<file path="src/rtl/spi_pkg.sv">
// Shared SPI master types and constants: FSM state encoding, data and bit-index widths.
// Latency: none (declarations only).
// Backpressure: none (declarations only).
package spi_pkg;

  localparam int SPI_DATA_W    = 8;
  localparam int SPI_BIT_IDX_W = 3;

  typedef enum logic [1:0] {
    IDLE  = 2'd0,
    SETUP = 2'd1,
    SHIFT = 2'd2,
    HOLD  = 2'd3
  } spi_state_t;

  // First bit index shifted out for the chosen bit order.
  function automatic logic [SPI_BIT_IDX_W-1:0] spi_first_idx(input int msb_first);
    return (msb_first != 0) ? 3'd7 : 3'd0;
  endfunction

  // Last bit index shifted out for the chosen bit order.
  function automatic logic [SPI_BIT_IDX_W-1:0] spi_last_idx(input int msb_first);
    return (msb_first != 0) ? 3'd0 : 3'd7;
  endfunction

endpackage

</file>
<file path="src/rtl/Mux8x1.sv">
// 8:1 single-bit selector: o_y = i_d[i_sel].
// Latency: purely combinational, zero cycles.
// Backpressure: none; output follows inputs continuously.
module Mux8x1 (
  input  logic [7:0] i_d,
  input  logic [2:0] i_sel,
  output logic       o_y
);

  // Select one data bit by index.
  always_comb begin
    o_y = i_d[i_sel];
  end

endmodule

</file>
<file path="src/rtl/spi_sclk_gen.sv">
// Half-period counter and SPI mode-0 clock toggler with rise/fall strobes.
// Latency: tick every CLK_DIV cycles while i_run; sclk toggles on tick while i_shift.
// Backpressure: none; counter and sclk clear whenever i_run / i_shift drop.
module spi_sclk_gen #(
  parameter int CLK_DIV = 4
) (
  input  logic clk,
  input  logic rst_n,
  input  logic i_run,
  input  logic i_shift,
  output logic o_tick,
  output logic o_sclk,
  output logic o_rise,
  output logic o_fall
);

  localparam int CNT_W = (CLK_DIV > 1) ? $clog2(CLK_DIV) : 1;
  localparam logic [CNT_W-1:0] CNT_LAST = CNT_W'(CLK_DIV - 1);

  logic [CNT_W-1:0] r_cnt;
  logic             r_sclk;

  assign o_tick = i_run && (r_cnt == CNT_LAST);
  assign o_rise = o_tick && i_shift && !r_sclk;
  assign o_fall = o_tick && i_shift && r_sclk;
  assign o_sclk = r_sclk;

  // Half-period counter: runs from 0 while any non-idle phase is active, wraps at CLK_DIV-1.
  always_ff @(posedge clk or negedge rst_n) begin
    if (!rst_n) begin
      r_cnt <= '0;
    end else if (!i_run || o_tick) begin
      r_cnt <= '0;
    end else begin
      r_cnt <= r_cnt + 1'b1;
    end
  end

  // sclk idles low and toggles once per half-period only during the shift phase.
  always_ff @(posedge clk or negedge rst_n) begin
    if (!rst_n) begin
      r_sclk <= 1'b0;
    end else if (!i_shift) begin
      r_sclk <= 1'b0;
    end else if (o_tick) begin
      r_sclk <= !r_sclk;
    end
  end

endmodule

</file>
<file path="src/rtl/spi_master_tx.sv">
// SPI mode-0 byte master: IDLE->SETUP->SHIFT->HOLD, optional miso capture (macro SPI_MASTER_RX_EN).
// Latency: fixed, done pulses 18*CLK_DIV+1 cycles after start acceptance.
// Backpressure: start only accepted in IDLE (incl. done cycle); starts while busy are dropped.
module spi_master_tx
  import spi_pkg::*;
#(
  parameter int CLK_DIV   = 4,
  parameter int MSB_FIRST = 1
) (
  input  logic                     clk,
  input  logic                     rst_n,
  input  logic                     start,
  input  logic [SPI_DATA_W-1:0]    tx_data,
  input  logic                     miso,
  output logic                     sclk,
  output logic                     mosi,
  output logic                     cs_n,
  output logic [SPI_BIT_IDX_W-1:0] bit_sel,
  output logic                     busy,
  output logic                     done,
  output logic [SPI_DATA_W-1:0]    rx_data
);

  localparam logic [SPI_BIT_IDX_W-1:0] BIT_FIRST = spi_first_idx(MSB_FIRST);
  localparam logic [SPI_BIT_IDX_W-1:0] BIT_LAST  = spi_last_idx(MSB_FIRST);

  spi_state_t                r_state;
  spi_state_t                w_state_nxt;
  logic [SPI_DATA_W-1:0]     r_shadow;
  logic [SPI_BIT_IDX_W-1:0]  r_bit_sel;
  logic                      r_done;
  logic                      w_accept;
  logic                      w_finish;
  logic                      w_tick;
  logic                      w_rise;
  logic                      w_fall;

  assign w_accept = (r_state == IDLE) && start;
  assign w_finish = (r_state == HOLD) && w_tick;

  spi_sclk_gen #(
    .CLK_DIV (CLK_DIV)
  ) u_sclk_gen (
    .clk     (clk),
    .rst_n   (rst_n),
    .i_run   (r_state != IDLE),
    .i_shift (r_state == SHIFT),
    .o_tick  (w_tick),
    .o_sclk  (sclk),
    .o_rise  (w_rise),
    .o_fall  (w_fall)
  );

  Mux8x1 u_bit_mux (
    .i_d   (r_shadow),
    .i_sel (r_bit_sel),
    .o_y   (mosi)
  );

  // State register.
  always_ff @(posedge clk or negedge rst_n) begin
    if (!rst_n) begin
      r_state <= IDLE;
    end else begin
      r_state <= w_state_nxt;
    end
  end

  // Next-state: each non-idle phase ends on a half-period tick; shift ends on the last falling edge.
  always_comb begin
    w_state_nxt = r_state;
    case (r_state)
      IDLE:    if (start) w_state_nxt = SETUP;
      SETUP:   if (w_tick) w_state_nxt = SHIFT;
      SHIFT:   if (w_fall && (r_bit_sel == BIT_LAST)) w_state_nxt = HOLD;
      HOLD:    if (w_tick) w_state_nxt = IDLE;
      default: w_state_nxt = IDLE;
    endcase
  end

  // Capture the byte at acceptance and step the bit index on every falling edge except the last.
  always_ff @(posedge clk or negedge rst_n) begin
    if (!rst_n) begin
      r_shadow  <= '0;
      r_bit_sel <= BIT_FIRST;
    end else if (w_accept) begin
      r_shadow  <= tx_data;
      r_bit_sel <= BIT_FIRST;
    end else if (w_fall && (r_bit_sel != BIT_LAST)) begin
      r_bit_sel <= (MSB_FIRST != 0) ? (r_bit_sel - 3'd1) : (r_bit_sel + 3'd1);
    end
  end

  // Completion pulse lands on the first IDLE cycle after HOLD.
  always_ff @(posedge clk or negedge rst_n) begin
    if (!rst_n) begin
      r_done <= 1'b0;
    end else begin
      r_done <= w_finish;
    end
  end

`ifdef SPI_MASTER_RX_EN
  logic [SPI_DATA_W-1:0] r_rx_sh;
  logic [SPI_DATA_W-1:0] r_rx_data;

  // Sample miso on sclk rising edges in transmit bit order; publish with the done pulse.
  always_ff @(posedge clk or negedge rst_n) begin
    if (!rst_n) begin
      r_rx_sh   <= '0;
      r_rx_data <= '0;
    end else begin
      if (w_rise) begin
        r_rx_sh <= (MSB_FIRST != 0) ? {r_rx_sh[SPI_DATA_W-2:0], miso}
                                    : {miso, r_rx_sh[SPI_DATA_W-1:1]};
      end
      if (w_finish) begin
        r_rx_data <= r_rx_sh;
      end
    end
  end

  assign rx_data = r_rx_data;
`else
  logic w_miso_unused;
  assign w_miso_unused = miso;
  assign rx_data       = '0;
`endif

  assign cs_n    = (r_state == IDLE);
  assign busy    = (r_state != IDLE);
  assign done    = r_done;
  assign bit_sel = r_bit_sel;

endmodule

</file>
<file path="config.mk">
export PLATFORM = sky130hd
export DESIGN_NAME = spi_master_tx
export DESIGN_NICKNAME = d
export VERILOG_FILES = /design/src/rtl/spi_pkg.sv /design/src/rtl/Mux8x1.sv /design/src/rtl/spi_sclk_gen.sv /design/src/rtl/spi_master_tx.sv
export SDC_FILE = /design/constraint.sdc
export NUM_CORES = 1
export LEC_CHECK = 0
export BUFFER_PORTS_ARGS = -buffer_cell sky130_fd_sc_hd__buf_4
export CAP_MARGIN = 25
export CORE_MARGIN = 2
export CORE_UTILIZATION = 31
export CTS_CLUSTER_SIZE = 16
export DETAILED_ROUTE_END_ITERATION = 8
export SYNTH_ARGS = -nofsm -noshare
export SYNTH_HDL_FRONTEND = slang
export SYNTH_SLANG_ARGS = --single-unit
</file>
<file path="constraint.sdc">
create_clock -name clk -period 2.1 [get_ports clk]
set_input_delay 0.315 -clock clk [delete_from_list [all_inputs] [get_ports clk]]
set_output_delay 0.315 -clock clk [all_outputs]
set_load 0.02 [all_outputs]
</file>
==> results.md, run 1 <==
- Initial DRC Count: 11
- PwrDens: 1301 nW/um^2
- Post-layout minimum cycle time: 2076 ps
- Core outline area: 2781 um^2
- Worst vdd ir: 567.1 uV
- Area Growth Syn to Fin: 19.29%
- Initial core utilization: 33.11%
- CP startpoint kind: flop
- CTS tree: done
- Io pins: 28
- Worst skew pair latency: 290 ps
- Synth Warn #: 0
- CTS root buf: clkbuf_4
- Clk slew on worst S/H paths: 90 ps
- Yosys cell types: 27
- Vias in the first global route: 578
- Final #Nets: 117
- Final setup viols: 0
- Largest net degree at the start of global routing: 18
- RSZ-0062 raised after global routing: yes
- CP arrival: 1760 ps
- Total gr overflow: 0
- Cell count after synthesis: 75
- GPL Wtd Cong: 0.7138
- Post-Layout Cell Count: 128
- Layout cells sized above 1: 39.18%
- Worst EP required: 1780 ps
- Max_cap viols: 0
- First-pass GRT wire length: 2504 um
- LEAKAGE: 0.5477 nW
- # DRC: 0
- Worst-path fanout max: 3
- Power, Total: 1.430 mW
- Hold violation count in the final report: 0
- Vias: 579
- Min-delay worst type: in2reg
- Top post-synthesis cells by area: dfrtp_1 (38%), mux2_2 (11%), ha_1 (9.5%), dfstp_2 (8.6%), buf_4 (6.5%)
- Worst Setup End Kind: output pin
- Result of the run: finished, final reports clean
- Post-route ant nets: 0
- Synth top area share: 38.04%
- FMAX: 481.6 MHz
- Input/output buffers: 18
- DP HPWL: 1152 um
- Most frequent cells in the layout: buf_4 (18), dfrtp_1 (14), mux2_2 (9)
- DR pass1 iterations: 2
- #FFs+latches synth: 17
- Clock Path Buffers: 2
- ANT cells: 0
- Initial antenna violation count: 0
- Final setup TNS: 0 ps
- Max Clock Skew: 5.893 ps
- Util after Layout: 39.50%
- Die Wd: 58.51 um
- Overall routing resource usage: 9.944%
- Fraction of the yosys area taken by sequential cells: 46.60%
- DP Cell Count: 122
- Via density: 4.523
- WL/cell: 11.50 um
- Synth area leader: dfrtp_1
- Routed wire length: 1472 um
- Die span in y: 58.51 um
- Sink Count: 17
- Kind of critical path: reg2out
- Clock buffer count from CTS: 3
- CTS H-tree depth: 1
- Mapped Area: 920.9 um^2
- Rows: 19
- Commonest non-fill, non-tap cell in the layout: buf_4
- Die area: 3423 um^2
- Final period util: 98.88%
- Synthesized area per cell: 12.28 um^2
- Max Slew Vio Count: 0
- Hold Slack: 255.0 ps
## repair_timing
action | in CTS | in global routing
hold endpoints to repair | 14 | 0
hold buffers | 1 | 0
gates resized for setup | 1 | 0
buffers inserted | 1 | 0
setup endpoints to repair | 1 | 1
## cells in the mapped netlist, drive strengths merged
library cell,n
o21bai,1
nand2b,1
conb,1
and2,2
nor3b,2
mux4,2
nand2,3
xor2,1
ha,7
mux2i,1
mux2,10
xnor2,1
nor2,2
o211ai,2
nor3,1
dfstp,3
dfrtp,14
a21oi,1
nand3b,1
buf,9
nand4,1
nor2b,1
inv,6
a22oi,1
o21ai,1
## state kept, by name, summed over array words and instances (netlist names)
register           flops
u_sclk_gen.r_cnt       2
u_sclk_gen.o_sclk      1
bit_sel                3
r_state                2
done                   1
r_shadow               8
## kinds of logic after synthesis
logic type	Yosys count	synth area share (%)
flip-flops	17	46.60
other	1	0.4072
adder cells (fa/ha/maj)	7	9.510
multiplexers	13	18.61
XOR/XNOR	2	1.903
buffers and inverters	15	10.19
AO/OA/AOI/OAI	6	4.347
AND/OR/NAND/NOR	14	8.425
## where the power goes
group	internal, mW	switching (mW)	total [mW]	leakage [nW]
Combinational	0.375	0.319	0.693	0.327
Sequential	0.475	0.0889	0.563	0.203
Clock	0.0708	0.102	0.173	0.0177
## routing by layer
metal / wire length (um) / GRT usage (%)
met4: 41 / 7.973
met2: 749 / 15.41
met3: 39 / 1.978
met1: 641 / 11.94
met5: 0 / 0
## critical path: stages (launching register included)
cell	delay (ps)
dfstp_2	580
mux4_2	490
mux2_2	280
buf_6	130
## final timing paths
check	startpoint	to	slack, ps	cells after the start
min in group asynchronous	rst_n	r_state[0]	420	2
worst min register to register	u_sclk_gen.r_cnt[0]	u_sclk_gen.r_cnt[0]	450	1
max in group asynchronous	rst_n	bit_sel[1]	1420	2
worst max register to register	bit_sel[0]	r_state[1]	380	7
worst min-delay path	tx_data[2]	r_shadow[2]	260	2
worst max-delay path	bit_sel[0]	mosi	20	3
## per-stage QoR
stage               worst slack [ps]  instance area [um^2]
floorplan                      350.0                 947.2
global placement               297.6                  1050
detailed placement             300.2                  1050
CTS                           -4.757                  1099
global route                  -42.37                  1099
finish                         23.61                  1099
## area by class of cell
| class | instances | area, um^2 |
|---|---|---|
| inverters | 6 | 22.52 |
| flip-flops and latches | 17 | 429.2 |
| repair buffers | 20 | 156.4 |
| clock inverters | 1 | 5.005 |
| well taps | 31 | 38.79 |
| clock buffers | 3 | 22.52 |
| multi-input cells | 50 | 424.2 |
| fillers | 271 | 1683 |
(Power assumes the default switching activity.)
==> inputs of run 2 (changes only) <==
- REMOVE_ABC_BUFFERS: not set -> 1
==> run 2 against run 1 <==
The run now ends with negative setup slack left. Clock skew fell by 1.5 ps. Utilization rose by 0.13 points. Sequential power barely moved. Sequential share of layout area fell by 0.13 points. Global-route usage fell by 0.17 points. Wire length fell by 1.8%. Die area did not move. Critical path depth did not move. Count of clock-buffer cells in the layout did not move. First-iteration DRC count fell by 91%. Via count fell by 1.2%. Design area rose by 0.34%.
==> results.md, run 2 (same netlist as run 1, synthesis figures left out) <==
- Result of the run: finished, violations left
- Failing checks: negative setup slack
- CTS tree: done
- Final WS setup: -18.27 ps
- Max reg flops: 8
- Io pins: 28
- RSZ-0062 raised after global routing: yes
- Clock Path Buffers: 2
- Max Slew Vio Count: 0
- Worst-path fanout max: 4
- Most frequent cells in the layout: buf_4 (18), dfrtp_1 (14), mux2_2 (8), conb_1 (8), ha_1 (7)
- First-pass GRT wire length: 2504 um
- WL/cell: 11.29 um
- Via density: 4.469
- Reg with most FFs: r_shadow
- Final setup TNS: -18.27 ps
- CP startpoint kind: flop
- Hold Slack: 259.0 ps
- Initial DRC Count: 1
- Dpl ws: 256.6 ps
- Max_cap viols: 0
- Delay-heaviest family, CP: multiplexers
- Worst skew pair latency: 280 ps
- PwrDens: 1299 nW/um^2
- Final setup viols: 1
- ANT cells: 0
- Worst EP required: 1780 ps
- Commonest non-fill, non-tap cell in the layout: buf_4
- CTS root buf: clkbuf_4
- CTS H-tree depth: 1
- DR pass1 iterations: 2
- Max Clock Skew: 4.399 ps
- Net Sw Frac: 35.17%
- Final #Nets: 117
- CP arrival: 1800 ps
- Sink Count: 17
- Cell Chain, Critical Path: mux4_2 -> mux2_4 -> buf_6
- Die span in y: 58.51 um
- Clk slew on worst S/H paths: 90 ps
- Largest net degree at the start of global routing: 18
- R2R setup slack: 380 ps
- Area Growth Syn to Fin: 19.70%
- GPL Wtd Cong: 0.6875
- Buf+Inv Stages, Crit Path: 1
- DP Cell Count: 122
- Kind of critical path: reg2out
- Logic gate share of total power: 49.2%
- Initial antenna violation count: 0
- Vias: 572
- Util after Layout: 39.63%
- Core outline area: 2781 um^2
- LEAKAGE: 0.5527 nW
- Post-Layout Cell Count: 128
- Post-route ant nets: 0
- DP HPWL: 1166 um
- Post-layout minimum cycle time: 2118 ps
- Min-delay worst type: in2reg
- FMAX: 472.1 MHz
- Power Internal: 0.9285 mW
- Initial core utilization: 33.11%
- Worst Setup End Kind: output pin
- NetSw: 0.5037 mW
- # DRC: 0
- Layout cells sized above 1: 39.18%
- Worst vdd ir: 522.0 uV
- Hold violation count in the final report: 0
- Clock buffer count from CTS: 3
- Routed wire length: 1445 um
- Vias in the first global route: 589
- Die area: 3423 um^2
- Clock share of power: 11.8%
- CP max stage delay: 590 ps
- CP max-delay cell: dfstp_2
- Rows: 19
- Die Wd: 58.51 um
- Input/output buffers: 18
- Final period util: 100.9%
- Overall routing resource usage: 9.773%
- Total gr overflow: 0
- Flop pwr share: 39.1%
[run 2: cell count changes in the layout (fill, tap and decap cells not counted)]
cell / before / now
mux2_2: 9 / 8
mux2_4: 1 / 2
[run 2: path summary, 6_finish.rpt]
check,from,cells past startpoint,end
min in group asynchronous,rst_n,2,r_state[1]
hold / removal,tx_data[5],2,r_shadow[5]
max in group asynchronous,rst_n,2,bit_sel[0]
hold reg to reg,u_sclk_gen.r_cnt[0],1,u_sclk_gen.r_cnt[0]
setup / recovery,bit_sel[0],3,mosi
setup reg to reg,bit_sel[0],7,r_state[1]
[run 2: power by group through the flow]
| stage | Sequential (mW) | Combinational, mW | Clock, mW |
|---|---|---|---|
| detailed placement | 0.570 | 0.680 | 0 |
| global route | 0.586 | 0.777 | 0.191 |
| floorplan | 0.565 | 0.485 | 0 |
| global placement | 0.563 | 0.661 | 0 |
| CTS | 0.563 | 0.700 | 0.181 |
| finish | 0.560 | 0.704 | 0.168 |
[run 2: final cells by class]
type	instances	area [um^2]
multi-input combinational	50	427.9
clock inverter	1	5.005
clock buffer	3	22.52
inverter	6	22.52
timing repair buffer	20	156.4
tap	31	38.79
sequential	17	429.2
fill	272	1679
[run 2: through the flow]
stage / area (um^2) / total power [mW]
after CTS: 1091 / 1.444
after detailed placement: 1050 / 1.250
after global routing: 1102 / 1.553
after global placement: 1050 / 1.223
after floorplan: 875.8 / 1.050
final: 1102 / 1.432
[run 2: timing repair]
action	in CTS	in global routing
endpoints found under the setup margin	1	1
hold buffers	1	0
setup buffers	0	1
resized for setup	1	1
pin swaps	0	0
cloned	0	0
hold endpoints to repair	14	0
[run 2: layer usage]
metal / routed length (um) / GRT usage [%] / vias to the layer above
li1: - / - / 282
met1: 592 / 11.02 / 279
met2: 773 / 16.53 / 9
met3: 50 / 1.758 / 2
met4: 28 / 6.977 / 0
met5: 0 / 0 / -
==> inputs of run 3 (changes only) <==
- GPL_TIMING_DRIVEN: not set -> 0
==> run 3 against run 2 <==
The run still ends with negative setup slack left. Global-route usage rose by 0.70 points. Wire length rose by 4.7%. Clock power about the same. Clock skew up 2.3 ps. Design area decreased by 0.68%. Die area unchanged. Sequential power grew 1%.
==> results.md, run 3 (same netlist as run 1, synthesis figures left out) <==
- Result of the run: finished, violations left
- Failing checks: negative setup slack
- Sequential Area: 429.2 um^2
- DP HPWL: 1159 um
- Worst skew pair latency: 280 ps
- Reg with most FFs: r_shadow
- Hold violation count in the final report: 0
- Crit path depth: 3
- FMAX: 469.9 MHz
- Overall routing resource usage: 10.48%
- Worst vdd ir: 492.4 uV
- Delay-heaviest family, CP: multiplexers
- Input/output buffers: 18
- GPL Wtd Cong: 0.6851
- Final period util: 101.3%
- Rows: 19
- Sink Count: 17
- Vias: 588
- ANT cells: 0
- Area of the multi-input gates: 427.9 um^2
- Max reg flops: 8
- Die Wd: 58.51 um
- R2R setup slack: 370 ps
- Post-route ant nets: 0
- Fillers: 261
- Commonest non-fill, non-tap cell in the layout: buf_4
- Vias in the first global route: 581
- Worst Setup End Kind: output pin
- RSZ-0062 raised after global routing: yes
- First-pass GRT wire length: 2635 um
- Clk slew on worst S/H paths: 100 ps
- CP arrival: 1810 ps
- CP max stage delay: 600 ps
- Final WS setup: -27.98 ps
- Kind of critical path: reg2out
- Most frequent cells in the layout: buf_4 (17), dfrtp_1 (14), mux2_2 (8), conb_1 (8), ha_1 (7)
- Initial DRC Count: 7
- Hold Path Depth: 2
- Io pins: 28
- Initial core utilization: 33.11%
- Cell Chain, Critical Path: mux4_2 -> mux2_4 -> buf_6
- LEAKAGE: 0.5484 nW
- Initial antenna violation count: 0
- Final #Nets: 116
- CTS H-tree depth: 1
- CP startpoint kind: flop
- Routed wire length: 1513 um
- Max_cap viols: 0
- Die area: 3423 um^2
- Clock Path Buffers: 2
- CP max-delay cell: dfstp_2
- Final setup viols: 1
- Finished Cell Area: 1095 um^2
- WL/cell: 11.91 um
- Min-delay worst type: in2reg
- Buf+Inv Stages, Crit Path: 1
- Area Growth Syn to Fin: 18.89%
- Core outline area: 2781 um^2
- Worst EP required: 1780 ps
- R2R depth: 6
- # DRC: 0
- Max Slew Vio Count: 0
- Layout cells sized above 1: 38.54%
- Max Clock Skew: 6.698 ps
- Largest net degree at the start of global routing: 18
- Via density: 4.630
- Worst-path fanout max: 4
- DR pass1 iterations: 4
- Post-layout minimum cycle time: 2128 ps
- Area after DPL: 1050 um^2
- Die span in y: 58.51 um
- CTS root buf: clkbuf_4
- Total gr overflow: 0
- CTS tree: done
- Clock buffer count from CTS: 3
- Power, Total: 1.442 mW
- PwrDens: 1317 nW/um^2
-- run 3: changes by cell type in the layout (fill, tap and decap cells not counted), sizes merged --
cell	change
buf	-1
-- run 3: layer usage --
layer	global-route usage, %	routed length [um]	vias to the layer above
met5	0	0	-
met4	6.977	27	0
met3	1.538	55	2
met2	17.01	792	11
met1	12.87	637	291
li1	-	-	284
-- run 3: layout make-up --
type / instances / area share (%)
clock buffer: 3 / 2.057
timing repair buffer: 19 / 13.60
tap: 31 / 3.543
clock inverter: 1 / 0.4571
inverter: 6 / 2.057
sequential: 17 / 39.20
multi-input combinational: 50 / 39.09
-- run 3: report_power, final --
part | leakage (nW) | switching (mW) | total [mW] | internal [mW]
clock | 0.0177 | 0.101 | 0.171 | 0.0706
combinational | 0.327 | 0.325 | 0.704 | 0.379
sequential | 0.203 | 0.0919 | 0.567 | 0.475
-- run 3: repair_timing --
action,in CTS,in global routing
pin swaps,0,0
resized for setup,1,1
endpoints found under the setup margin,1,1
buffers inserted,0,0
endpoints found under the hold margin,14,0
hold buffers,1,0
-- run 3: worst paths after layout --
path / start / end
worst max-delay path: bit_sel[0] / mosi
worst min-delay path: tx_data[5] / r_shadow[5]
worst max register to register: r_state[0] / r_state[1]
worst min register to register: u_sclk_gen.r_cnt[0] / u_sclk_gen.r_cnt[0]
max in group asynchronous: rst_n / bit_sel[1]
min in group asynchronous: rst_n / r_state[0]
-- run 3: stage by stage --
| stage | worst slack [ps] | hold WS, ps | TNS (ps) | util [%] | instances |
|---|---|---|---|---|---|
| after detailed placement | 257.0 | 189.1 | 0 | 37.74 | 122 |
| final | -27.98 | 260.1 | -27.98 | 39.36 | 127 |
| after floorplan | 324.0 | 19.41 | 0 | - | 73 |
| after CTS | -50.98 | 251.9 | -50.98 | 39.23 | 127 |
| after global routing | -96.78 | 232.4 | -96.78 | 39.36 | 127 |
| after global placement | 272.0 | 192.9 | 0 | 37.74 | 122 |
